**config.mk**
```make
export PLATFORM = sky130hd
export DESIGN_NAME = rvfi_trace_serializer
export DESIGN_NICKNAME = d
export VERILOG_FILES = /design/src/rtl/rvfi_trace_serializer.sv
export SDC_FILE = /design/constraint.sdc
export NUM_CORES = 2
export LEC_CHECK = 0
export CAP_MARGIN = 0
export CORE_ASPECT_RATIO = 1.4
export CORE_MARGIN = 4
export CORE_UTILIZATION = 58
export CTS_BUF_LIST = sky130_fd_sc_hd__clkbuf_16
export DETAILED_ROUTE_END_ITERATION = 10
export HOLD_SLACK_MARGIN = 0.12
export PLACE_DENSITY = 0.81
export SYNTH_ARGS = -nofsm -noshare
export SYNTH_HDL_FRONTEND = slang
export SYNTH_SLANG_ARGS = --single-unit
```
**constraint.sdc**
```tcl
create_clock -name clk_i -period 10.3 [get_ports clk_i]
set_clock_uncertainty 0.05 [all_clocks]
set_input_delay 2.06 -clock clk_i [delete_from_list [all_inputs] [get_ports clk_i]]
set_output_delay 2.06 -clock clk_i [all_outputs]
set_load 0.005 [all_outputs]
```
**src/rtl/rvfi_trace_serializer.sv**
```systemverilog
// RVFI commit-port trace serializer.
// Packs each cycle's commit and trap events, in port order, into a FIFO that feeds a
// valid/ready trace stream. Also keeps retire/trap/drop statistics and detects halt and
// commit-stall timeouts.

package riscv;
  localparam int unsigned XLEN = 64;
  localparam int unsigned VLEN = 39;
endpackage

package rvfi_pkg;
  typedef struct packed {
    logic                   valid;
    logic [63:0]            order;
    logic [31:0]            insn;
    logic                   trap;
    logic [riscv::XLEN-1:0] cause;
    logic [1:0]             mode;
    logic [4:0]             rd_addr;
    logic [riscv::XLEN-1:0] rd_wdata;
    logic [riscv::VLEN-1:0] pc_rdata;
  } rvfi_instr_t;
endpackage

module rvfi_trace_serializer #(
  parameter int unsigned  NR_COMMIT_PORTS = 2,
  parameter int unsigned  FIFO_DEPTH      = 8,
  parameter int unsigned  CYCLE_W         = 32,
  parameter int unsigned  WATCHDOG_CYCLES = 100000,
  parameter logic [31:0]  HALT_INSN       = 32'h00000073,
  localparam int unsigned PortW           = (NR_COMMIT_PORTS > 1) ? $clog2(NR_COMMIT_PORTS) : 1
) (
  input  logic                                        clk_i,
  input  logic                                        rst_i,
  input  logic                                        enable_i,
  input  rvfi_pkg::rvfi_instr_t [NR_COMMIT_PORTS-1:0] rvfi_i,
  output logic                                        trc_valid_o,
  input  logic                                        trc_ready_i,
  output logic [63:0]                                 trc_pc_o,
  output logic [31:0]                                 trc_insn_o,
  output logic [4:0]                                  trc_rd_o,
  output logic [riscv::XLEN-1:0]                      trc_rd_wdata_o,
  output logic                                        trc_fp_o,
  output logic [1:0]                                  trc_mode_o,
  output logic                                        trc_trap_o,
  output logic [PortW-1:0]                            trc_port_o,
  output logic [CYCLE_W-1:0]                          trc_cycle_o,
  output logic [63:0]                                 retired_cnt_o,
  output logic [31:0]                                 trap_cnt_o,
  output logic [31:0]                                 drop_cnt_o,
  output logic                                        halt_o,
  output logic                                        watchdog_o
);

  localparam int unsigned     PtrW    = (FIFO_DEPTH > 1) ? $clog2(FIFO_DEPTH) : 1;
  localparam int unsigned     CntW    = $clog2(FIFO_DEPTH + 1);
  localparam int unsigned     EvW     = $clog2(NR_COMMIT_PORTS + 1);
  localparam logic [PtrW-1:0] PtrMask = PtrW'(FIFO_DEPTH - 1);

  typedef struct packed {
    logic [63:0]            pc;
    logic [31:0]            insn;
    logic [4:0]             rd;
    logic [riscv::XLEN-1:0] wdata;
    logic                   fp;
    logic [1:0]             mode;
    logic                   trap;
    logic [PortW-1:0]       port;
    logic [CYCLE_W-1:0]     cycle;
  } entry_t;

  typedef enum logic [1:0] {StRun, StDrain, StDone} state_e;

  // Destination-is-FP decode covering loads, fused ops, OP-FP and compressed FP loads.
  function automatic logic is_fp(input logic [31:0] insn);
    logic fp;
    fp = 1'b0;
    case (insn[6:0])
      7'b1001111, 7'b1001011, 7'b1000111, 7'b1000011, 7'b0000111: fp = 1'b1;
      // Compares, classify and moves to integer write an integer register.
      7'b1010011: fp = !(insn[31:26] inside {6'b111000, 6'b101000, 6'b110000});
      default:    fp = 1'b0;
    endcase
    if (!insn[0] && (insn[15:13] == ((riscv::XLEN == 64) ? 3'b001 : 3'b011))) begin
      fp = 1'b1;
    end
    return fp;
  endfunction

  function automatic logic [31:0] sat_add(input logic [31:0] a, input logic [EvW-1:0] b);
    logic [32:0] s;
    s = {1'b0, a} + 33'(b);
    return s[32] ? 32'hFFFF_FFFF : s[31:0];
  endfunction

  state_e             state_q, state_d;
  entry_t             mem_q [FIFO_DEPTH];
  entry_t             mem_d [FIFO_DEPTH];
  logic [PtrW-1:0]    wptr_q, wptr_d, rptr_q, rptr_d;
  logic [CntW-1:0]    cnt_q, cnt_d;
  logic [CYCLE_W-1:0] cycle_q, cycle_d;
  logic [63:0]        retired_q, retired_d;
  logic [31:0]        trap_q, trap_d, drop_q, drop_d;
  logic [31:0]        wd_q, wd_d;
  logic               halted_q, halted_d;
  logic               halt_q, halt_d;
  logic               wdog_q, wdog_d;

  entry_t                 ent [NR_COMMIT_PORTS];
  logic [EvW-1:0]         off [NR_COMMIT_PORTS];
  logic [NR_COMMIT_PORTS-1:0] ev;
  logic [EvW-1:0]         n_ev, n_ret, n_trap;
  logic                   capture, halt_seen, any_commit;
  logic                   pop, accept, fifo_nempty;
  logic [CntW-1:0]        free;
  logic [31:0]            wd_inc;
  entry_t                 head;
  logic                   unused_rvfi;

  assign capture     = (state_q == StRun) && enable_i;
  assign fifo_nempty = (cnt_q != '0);
  assign pop         = fifo_nempty && trc_ready_i;

  // Build a candidate trace entry for every port from the raw commit data.
  always_comb begin
    unused_rvfi = 1'b0;
    for (int i = 0; i < NR_COMMIT_PORTS; i++) begin
      ent[i].pc    = 64'($signed(rvfi_i[i].pc_rdata));
      ent[i].insn  = rvfi_i[i].insn;
      ent[i].rd    = rvfi_i[i].rd_addr;
      ent[i].wdata = rvfi_i[i].rd_wdata;
      ent[i].fp    = is_fp(rvfi_i[i].insn);
      ent[i].mode  = rvfi_i[i].mode;
      ent[i].trap  = rvfi_i[i].trap & ~rvfi_i[i].valid;
      ent[i].port  = PortW'(i);
      ent[i].cycle = cycle_q;
      unused_rvfi  = unused_rvfi ^ (^{rvfi_i[i].order, rvfi_i[i].cause});
    end
  end

  // Select events in port order; ports above a halting port are ignored entirely.
  always_comb begin
    ev         = '0;
    n_ev       = '0;
    n_ret      = '0;
    n_trap     = '0;
    halt_seen  = 1'b0;
    any_commit = 1'b0;
    for (int i = 0; i < NR_COMMIT_PORTS; i++) begin
      off[i] = n_ev;
      if (capture && !halt_seen) begin
        if (rvfi_i[i].valid || rvfi_i[i].trap) begin
          ev[i] = 1'b1;
          n_ev  = n_ev + EvW'(1);
        end
        if (rvfi_i[i].valid) begin
          n_ret      = n_ret + EvW'(1);
          any_commit = 1'b1;
          if (rvfi_i[i].insn == HALT_INSN) begin
            halt_seen = 1'b1;
          end
        end else if (rvfi_i[i].trap) begin
          n_trap = n_trap + EvW'(1);
        end
      end
    end
  end

  // All-or-nothing admission; a same-cycle pop frees one slot.
  always_comb begin
    free   = CntW'(FIFO_DEPTH) - cnt_q + CntW'(pop);
    accept = (CntW'(n_ev) <= free);
    mem_d  = mem_q;
    for (int i = 0; i < NR_COMMIT_PORTS; i++) begin
      if (ev[i] && accept) begin
        mem_d[(wptr_q + PtrW'(off[i])) & PtrMask] = ent[i];
      end
    end
    wptr_d = accept ? ((wptr_q + PtrW'(n_ev)) & PtrMask) : wptr_q;
    rptr_d = pop ? ((rptr_q + PtrW'(1)) & PtrMask) : rptr_q;
    cnt_d  = cnt_q + (accept ? CntW'(n_ev) : CntW'(0)) - CntW'(pop);
  end

  // Statistics and free-running timestamp.
  always_comb begin
    cycle_d   = cycle_q + CYCLE_W'(1);
    retired_d = retired_q + 64'(n_ret);
    trap_d    = sat_add(trap_q, n_trap);
    drop_d    = accept ? drop_q : sat_add(drop_q, n_ev);
  end

  // RUN/DRAIN/DONE control with commit-stall watchdog; halt takes priority over timeout.
  always_comb begin
    state_d  = state_q;
    wd_d     = wd_q;
    halted_d = halted_q;
    halt_d   = halt_q;
    wdog_d   = wdog_q;
    wd_inc   = wd_q + 32'd1;
    unique case (state_q)
      StRun: begin
        if (enable_i) begin
          wd_d = any_commit ? 32'd0 : wd_inc;
        end
        if (halt_seen) begin
          halted_d = 1'b1;
          state_d  = StDrain;
        end else if ((WATCHDOG_CYCLES != 0) && enable_i && !any_commit &&
                     (wd_inc == 32'(WATCHDOG_CYCLES))) begin
          wdog_d  = 1'b1;
          state_d = StDrain;
        end
      end
      StDrain: begin
        if (cnt_d == '0) begin
          halt_d  = halted_q;
          state_d = StDone;
        end
      end
      StDone:  state_d = StDone;
      default: state_d = StRun;
    endcase
  end

  // Control, pointer and statistics registers.
  always_ff @(posedge clk_i or posedge rst_i) begin
    if (rst_i) begin
      state_q   <= StRun;
      wptr_q    <= '0;
      rptr_q    <= '0;
      cnt_q     <= '0;
      cycle_q   <= '0;
      retired_q <= '0;
      trap_q    <= '0;
      drop_q    <= '0;
      wd_q      <= '0;
      halted_q  <= 1'b0;
      halt_q    <= 1'b0;
      wdog_q    <= 1'b0;
    end else begin
      state_q   <= state_d;
      wptr_q    <= wptr_d;
      rptr_q    <= rptr_d;
      cnt_q     <= cnt_d;
      cycle_q   <= cycle_d;
      retired_q <= retired_d;
      trap_q    <= trap_d;
      drop_q    <= drop_d;
      wd_q      <= wd_d;
      halted_q  <= halted_d;
      halt_q    <= halt_d;
      wdog_q    <= wdog_d;
    end
  end

  // Entry storage; contents are qualified by the occupancy count, so no reset is needed.
  always_ff @(posedge clk_i) begin
    mem_q <= mem_d;
  end

  assign head = mem_q[rptr_q];

  // Head fields are forced to zero while empty so reset leaves every output at 0.
  always_comb begin
    trc_valid_o    = fifo_nempty;
    trc_pc_o       = '0;
    trc_insn_o     = '0;
    trc_rd_o       = '0;
    trc_rd_wdata_o = '0;
    trc_fp_o       = 1'b0;
    trc_mode_o     = '0;
    trc_trap_o     = 1'b0;
    trc_port_o     = '0;
    trc_cycle_o    = '0;
    if (fifo_nempty) begin
      trc_pc_o       = head.pc;
      trc_insn_o     = head.insn;
      trc_rd_o       = head.rd;
      trc_rd_wdata_o = head.wdata;
      trc_fp_o       = head.fp;
      trc_mode_o     = head.mode;
      trc_trap_o     = head.trap;
      trc_port_o     = head.port;
      trc_cycle_o    = head.cycle;
    end
  end

  assign retired_cnt_o = retired_q;
  assign trap_cnt_o    = trap_q;
  assign drop_cnt_o    = drop_q;
  assign halt_o        = halt_q;
  assign watchdog_o    = wdog_q;

endmodule

```
Yosys cells after proc, flatten, opt, wreduce, memory -nomap -nowiden --
Index checks and enable logic that the tools add are counted.
Cells by class: bitwise logic cells 8, order comparisons 6, add/subtract/negate cells 15, reduce and logical (&&, ||, !) cells 31, eq/ne operators 27, muxes and demuxes 60
Operators with widths (count):
- $bwmux 1616 | 2
- $mux 1616 | 2
- $demux 202 s3 | 2
- $mux 202 | 4
- $bmux 202 s3 | 1
- $mux 32 | 5
- $mux 64 | 2
- $eq 7x7->1 const B | 10
- $add 32x2->33 | 2
- $add 32x1->32 const B | 2
- $add 64x2->64 | 1
- $eq 32x7->1 const B | 2
- $eq 6x6->1 const B | 6
- $eq 32x17->1 const B | 1
- $mux 1 | 26
- $mux 2 | 12
- $eq 7x3->1 const B | 2
- $ge 4x4->1 const B | 3
- $not 3->4 | 3
- $logic_and 1x1->1 | 11
- $reduce_or 5->1 | 2
- $lt 4x1->1 const B | 2
- $reduce_and 2->1 | 4
- $add 2x1->2 const B | 3
- 24 further kinds | 37
Word-level totals: logic and storage cells 231, register bits after elaboration 1823, output and inout bits 333

Logic depth before layout (Yosys ltp) --
word-level depth 14, mapped depth 26, gate-level depth less buffers 25

Worst setup path before layout --
OpenSTA, ideal clock, no wires.
path type input -> register, from in rvfi_i[200] in the netlist's numbering, to reg state_q[0], setup slack 3.252 ns, cell stages on the path 24, required time 10.163 ns, arrival time 6.912 ns, path through buf_2 -> or4b_1 -> nor4_2 -> and3_1 -> buf_4 -> nor2_1 -> nor2_1 -> inv_1 -> ha_1 -> o21a_1 -> nor2_1 -> nand2_1 -> buf_2 -> nand2_1 -> ha_1 -> inv_1 -> ha_1 -> inv_1 -> fa_1 -> inv_1 -> o41a_1 -> nor2_1 -> or4b_1 -> o211ai_1
On the way: word-level cells in the longest chain between the ends 14, elaborated cells on any way between the ends 24
RTL lines:
- from (decl) | RTL line 36 | input rvfi_pkg::rvfi_instr_t [NR_COMMIT_PORTS-1:0] rvfi_i,
- $eq 32x7->1 * | RTL line 159 | if (rvfi_i[i].insn == HALT_INSN) begin
- $mux 1 * | RTL line 159
- $mux 1 * | RTL line 156 | if (rvfi_i[i].valid) begin
- $mux 1 * | RTL line 151 | if (capture && !halt_seen) begin
- $logic_not 1->1 * | RTL line 151
- $logic_and 1x1->1 * | RTL line 151
- $mux 2 * | RTL line 151
- $le 2x4->1 | RTL line 172 | accept = (CntW'(n_ev) <= free);
- $mux 2 * | RTL line 181 | cnt_d = cnt_q + (accept ? CntW'(n_ev) : CntW'(0)) - CntW'(pop);
- $add 4x2->4 * | RTL line 181
- $sub 4x1->4 * | RTL line 181
- via cnt_d[1] | RTL line 100 | logic [CntW-1:0] cnt_q, cnt_d;
- $logic_not 4->1 * | RTL line 215 | if (cnt_d == '0) begin
- $ne 2x2->1 (no line) *
- $reduce_and 2->1 (no line) *
- to (signal assigned) | RTL line 228 | state_q <= StRun;
- to (signal assigned) | RTL line 241 | state_q <= state_d;
- to (decl) | RTL line 96 | state_e state_q, state_d;
The timed path passes the listed nets; every way through them passes the cells marked *. A chain may end at the register's enable or synchronous reset.

Final worst setup path --
from in rvfi_i[271] in the netlist's numbering, to reg state_q[1]
On the way: word-level cells in the longest chain between the ends 13, elaborated cells on any way between the ends 30
RTL lines:
- $logic_or 1x1->1 | RTL line 152 | if (rvfi_i[i].valid || rvfi_i[i].trap) begin
- $mux 1 | RTL line 152
- $mux 1 | RTL line 151
- $add 2x1->2 | RTL line 154 | n_ev = n_ev + EvW'(1);
- $mux 2 | RTL line 152
- $mux 2 * | RTL line 151
- $le 2x4->1 | RTL line 172
- $mux 2 * | RTL line 181
- $add 4x2->4 * | RTL line 181
- $sub 4x1->4 * | RTL line 181
- via cnt_d[1] | RTL line 100
- $logic_not 4->1 * | RTL line 215
- $ne 2x2->1 (no line) *
- $reduce_and 2->1 (no line) *
Marks and branches as above.

==> metrics.md <==
| Metric | Value |
|---|---|
| Fin cells | `about 11,000` |
| Crit path kind | `primary input to flip-flop` |
| Worst hold slack | `~0.40 ns` |
| Post-CTS setup buffer count | `0` |
| First-pass GRT wire length | `~380 mm` |
| CP Data Required Time | `10.97 ns` |
| Worst R2R End | `state_q[1]$_DFFE_PP0P_` |
| Total gr overflow | `0` |
| Min Tclk post-route | `between 7 and 8 ns` |
| Final setup vio count | `0` |
| Vias/cell | `between 6 and 7` |
| Avg Inst Size Synth | `between 10 and 15 um^2` |
| Nets | `9,145` |
| Sw Share | `0.351` |
| Top Ports | `between 800 and 900` |
| CP Max Fanout | `13` |
| Syn Inst Count | `8,625` |
| Power Dens Cells | `roughly 320 nW/um^2` |
| RD Place Congestion | `approximately 0.85` |
| Post-synthesis sequential area ratio | `0.434` |
| H-tree Lvls | `4` |
| Slew HR | `0.228` |
| Largest family of logic cells by synthesized area | `multiplexers` |
| Fin crit share | `0.761` |
| Top FF cell, synth | `dfxtp_1` |
| Critical Path Start Type | `primary input` |
| Hold EP | `mem_q[1042]$_DFF_P_` |
| Register share of total power | `0.366` |
| Post-synthesis simple-gate area fraction | `0.0990` |
| Routed vias | `66,500` |
| Max-Cap Viols | `0` |
| Clock power share | `0.203` |
| RSZ-0062 raised after global routing | `no` |
| Min-Delay Path Depth | `2` |
| Syn_nets | `between 9,000 and 10,000` |
| Residual DRC | `0` |
| Post-synth ARST share | `0.114` |
| DIE WIDTH | `334 um` |
| Crit path DAT | `~8.5 ns` |
| Compound-Gate Fraction of Synth Area | `0.0992` |
| Synthesis-to-layout area growth | `13.2%` |
| Gate power share | `0.431` |
| Cell variety after synth | `80` |
| Internal | `roughly 20 mW` |
| Number of CTS-inserted buffers | `174` |
| Synth Register Bits | `1,823` |
| Warnings, synthesis | `0` |
| Final Max Slew Viols | `0` |
| Reg2reg start | `state_q[0]$_DFFE_PP0P_` |
| Wire per inst | `23.1 um` |
| Setup crit end kind | `flip-flop` |
| LEAKAGE | `approximately 46 nW` |
| Tot GR Track Use | `0.309` |
| Post-Syn Area | `a little under 90,000 um^2` |
| Row cnt | `167` |
| R2R Setup Slk | `4.03 ns` |
| Reg2Reg Depth | `26` |
| Worst Hold Class | `flip-flop to flip-flop` |
| Final core utilization | `0.660` |
| Clk sinks | `around 1,800` |
| Synth Area in XOR/XNOR | `0.0139` |
| Cell area after layout | `97,800 um^2` |
| Multiplexer share of the synthesized area | `0.295` |
| Cell at the root of the clock tree | `clkbuf_16` |
| CTS tree | `done` |
| Slew @ Worst Pin | `1.16 ns` |
| Placed Instances | `between 10,000 and 15,000` |
| HPWL Detailed | `145 mm` |
| Drt total wl | `roughly 250 mm` |
| Max IR drop VDD | `approximately 0.27 mV` |
| Hold Startpoint | `mem_q[1042]$_DFF_P_` |
| Status | `completed` |
| Switch Pwr | `around 11 mW` |
| Core area | `about 150,000 um^2` |
| Initial antenna violation count | `76` |
| Share of cells above drive strength 1 | `0.113` |
| IO Port Bufs | `~620` |
| Fillers | `approximately 11,000` |
| Drt initial violations | `about 5,600` |
| TNS Setup | `0 ns` |
| Hold_buf cts | `0` |
| Dpl cell area | `approximately 92,000 um^2` |
| # resized after CTS | `0` |
| DIE HEIGHT | `~460 um` |
| Total Die Area | `155,000 um^2` |
| EDFF count, synth | `0` |
| Worst-case clock buffer depth | `3` |
| Clock slew at reported path FFs | `~0.070 ns` |
| Synth Area in Adders | `0.00527` |
| Largest net degree at the start of global routing | `around 200` |
| Top achievable clock speed | `around 130 MHz` |
| Remaining antenna violation count | `0` |
| Fin. Hold Viols | `0` |
| Worst skew pair latency | `a little over 0.8 ns` |
| Vias in the first global route | `approximately 67,000` |
| Initial Utilization | `0.584` |
| DR pass1 iterations | `6` |
==> synthesized netlist by cell type (6+ instances only) <==
cell type,n,area share
mux2i_1,1342,0.16
xor2_1,41,0.0042
xnor2_1,96,0.0097
buf_2,194,0.011
and4_1,24,0.0024
buf_4,123,0.011
buf_6,11,0.0014
nor4_1,28,0.0020
and3_1,38,0.0027
dfrtp_1,207,0.060
mux4_2,404,0.11
mux2_4,31,0.0054
a21oi_1,376,0.022
mux2_2,173,0.023
nor3_1,31,0.0018
inv_1,57,0.0025
buf_1,233,0.010
o221ai_1,7,0.00071
dfxtp_1,1616,0.37
nand2b_1,9,0.00065
a21o_1,134,0.012
nand3_1,95,0.0055
ha_1,30,0.0043
or4_1,15,0.0013
mux2_1,52,0.0068
o211ai_1,7,0.00061
a31oi_1,30,0.0022
and2_1,17,0.0012
nor2_1,577,0.025
o21ai_1,74,0.0043
o31ai_1,22,0.0019
o21ai_0,864,0.050
nand4_1,59,0.0043
or3_1,6,0.00043
nor2b_1,10,0.00072
clkbuf_1,394,0.017
nand2_1,1111,0.048
==> how the worst max path moves through the flow <==
stage                startpoint                      to  cells after the start  slack, ns
floorplan                 rst_i      cnt_q[0]$_DFF_PP0_                      1       2.54
global placement    rvfi_i[271]  state_q[1]$_DFFE_PP0P_                     25       1.74
detailed placement  rvfi_i[271]  state_q[1]$_DFFE_PP0P_                     25       1.72
CTS                 rvfi_i[271]  state_q[1]$_DFFE_PP0P_                     25       2.53
global route        rvfi_i[271]  state_q[1]$_DFFE_PP0P_                     25       2.20
finish              rvfi_i[271]  state_q[1]$_DFFE_PP0P_                     25       2.46
==> placed cells by master, fill, tap and decap left out, types with 96 or more instances in the layout <==
master,Yosys,routed
a21o_1,134,134
a21oi_1,376,376
clkbuf_16,0,179
clkdlybuf4s50_1,0,624
dfrtp_1,207,204
dfxtp_1,1616,1616
mux2_2,173,173
mux2i_1,1342,1342
mux4_2,404,404
nand2_1,1111,1111
nor2_1,577,576
o21ai_0,864,864
xnor2_1,96,96
==> logic make-up (layout without fill, tap and decap cells) <==
kind of cell	count (synthesis)	count (layout)
AOI/OAI and AO/OA	1567	1567
buffers and inverters	1014	1099
other	0	58
and+or+nand+nor	2047	2047
xor gates and xnor gates	137	137
muxes	2002	2002
adders and majority gates	35	35
DFF	1823	1823
==> state kept, by name (all words and copies together), names as in the netlist <==
register / flops
drop_cnt_o: 32
trap_cnt_o: 32
state_q: 2
wd_q: 32
watchdog_o: 1
mem_q: 1616
halt_o: 1
halted_q: 1
cnt_q: 4
rptr_q: 3
wptr_q: 3
cycle_q: 32
retired_cnt_o: 64
==> layout make-up <==
cell class | instances | area [um^2] | area share
clock buffer | 179 | 4480 | 0.0458
multi-input combinational | 5788 | 44500 | 0.455
inverter | 57 | 221 | 0.00226
sequential | 1823 | 37500 | 0.384
antenna | 58 | 145 | 0.00148
timing repair buffer | 720 | 7400 | 0.0757
tap | 1943 | 2430 | 0.0248
clock inverter | 143 | 1120 | 0.0115
==> worst max-delay path, stage by stage <==
cell and delay, ns:
clkdlybuf4s50_1 0.81, or4b_1 0.64, nor4_2 0.39, and3_1 0.24, buf_4 0.22, nor2_1 0.06, nor2_1 0.31, inv_1 0.08
ha_1 0.31, nor3_1 0.36, inv_1 0.13, o31ai_2 0.14, nand2_1 0.10, buf_4 0.24, nand2_1 0.10, ha_1 0.22
inv_1 0.06, ha_1 0.16, inv_1 0.07, fa_1 0.53, inv_1 0.07, o41a_1 0.50, nor2_1 0.14, or4b_1 0.44
o211ai_1 0.10
==> power groups by stage <==
stage	sequential (mW)	combinational [mW]	clock [mW]
after detailed placement	11.6	13.4	0
after CTS	11.5	13.5	6.46
after global placement	11.4	13.0	0
final	11.5	13.6	6.39
after floorplan	11.1	9.07	0
after global routing	11.8	14.6	6.74
==> through the flow <==
step | setup WS [ns] | power (mW)
finish | 2.46 | 31.5
global route | 2.20 | 33.2
CTS | 2.53 | 31.5
detailed placement | 1.72 | 25.0
global placement | 1.74 | 24.4
floorplan | 2.54 | 20.1
==> routing by layer <==
layer	wire, um	vias up	global-route usage	part of all wire
met1	93800	32600	0.372	0.38
li1	-	30300	-	-
met2	118000	2924	0.519	0.48
met3	26700	661	0.0975	0.11
met4	8140	54	0.118	0.033
met5	370	-	0	0.0015
Power figures use the tool's default switching activity.
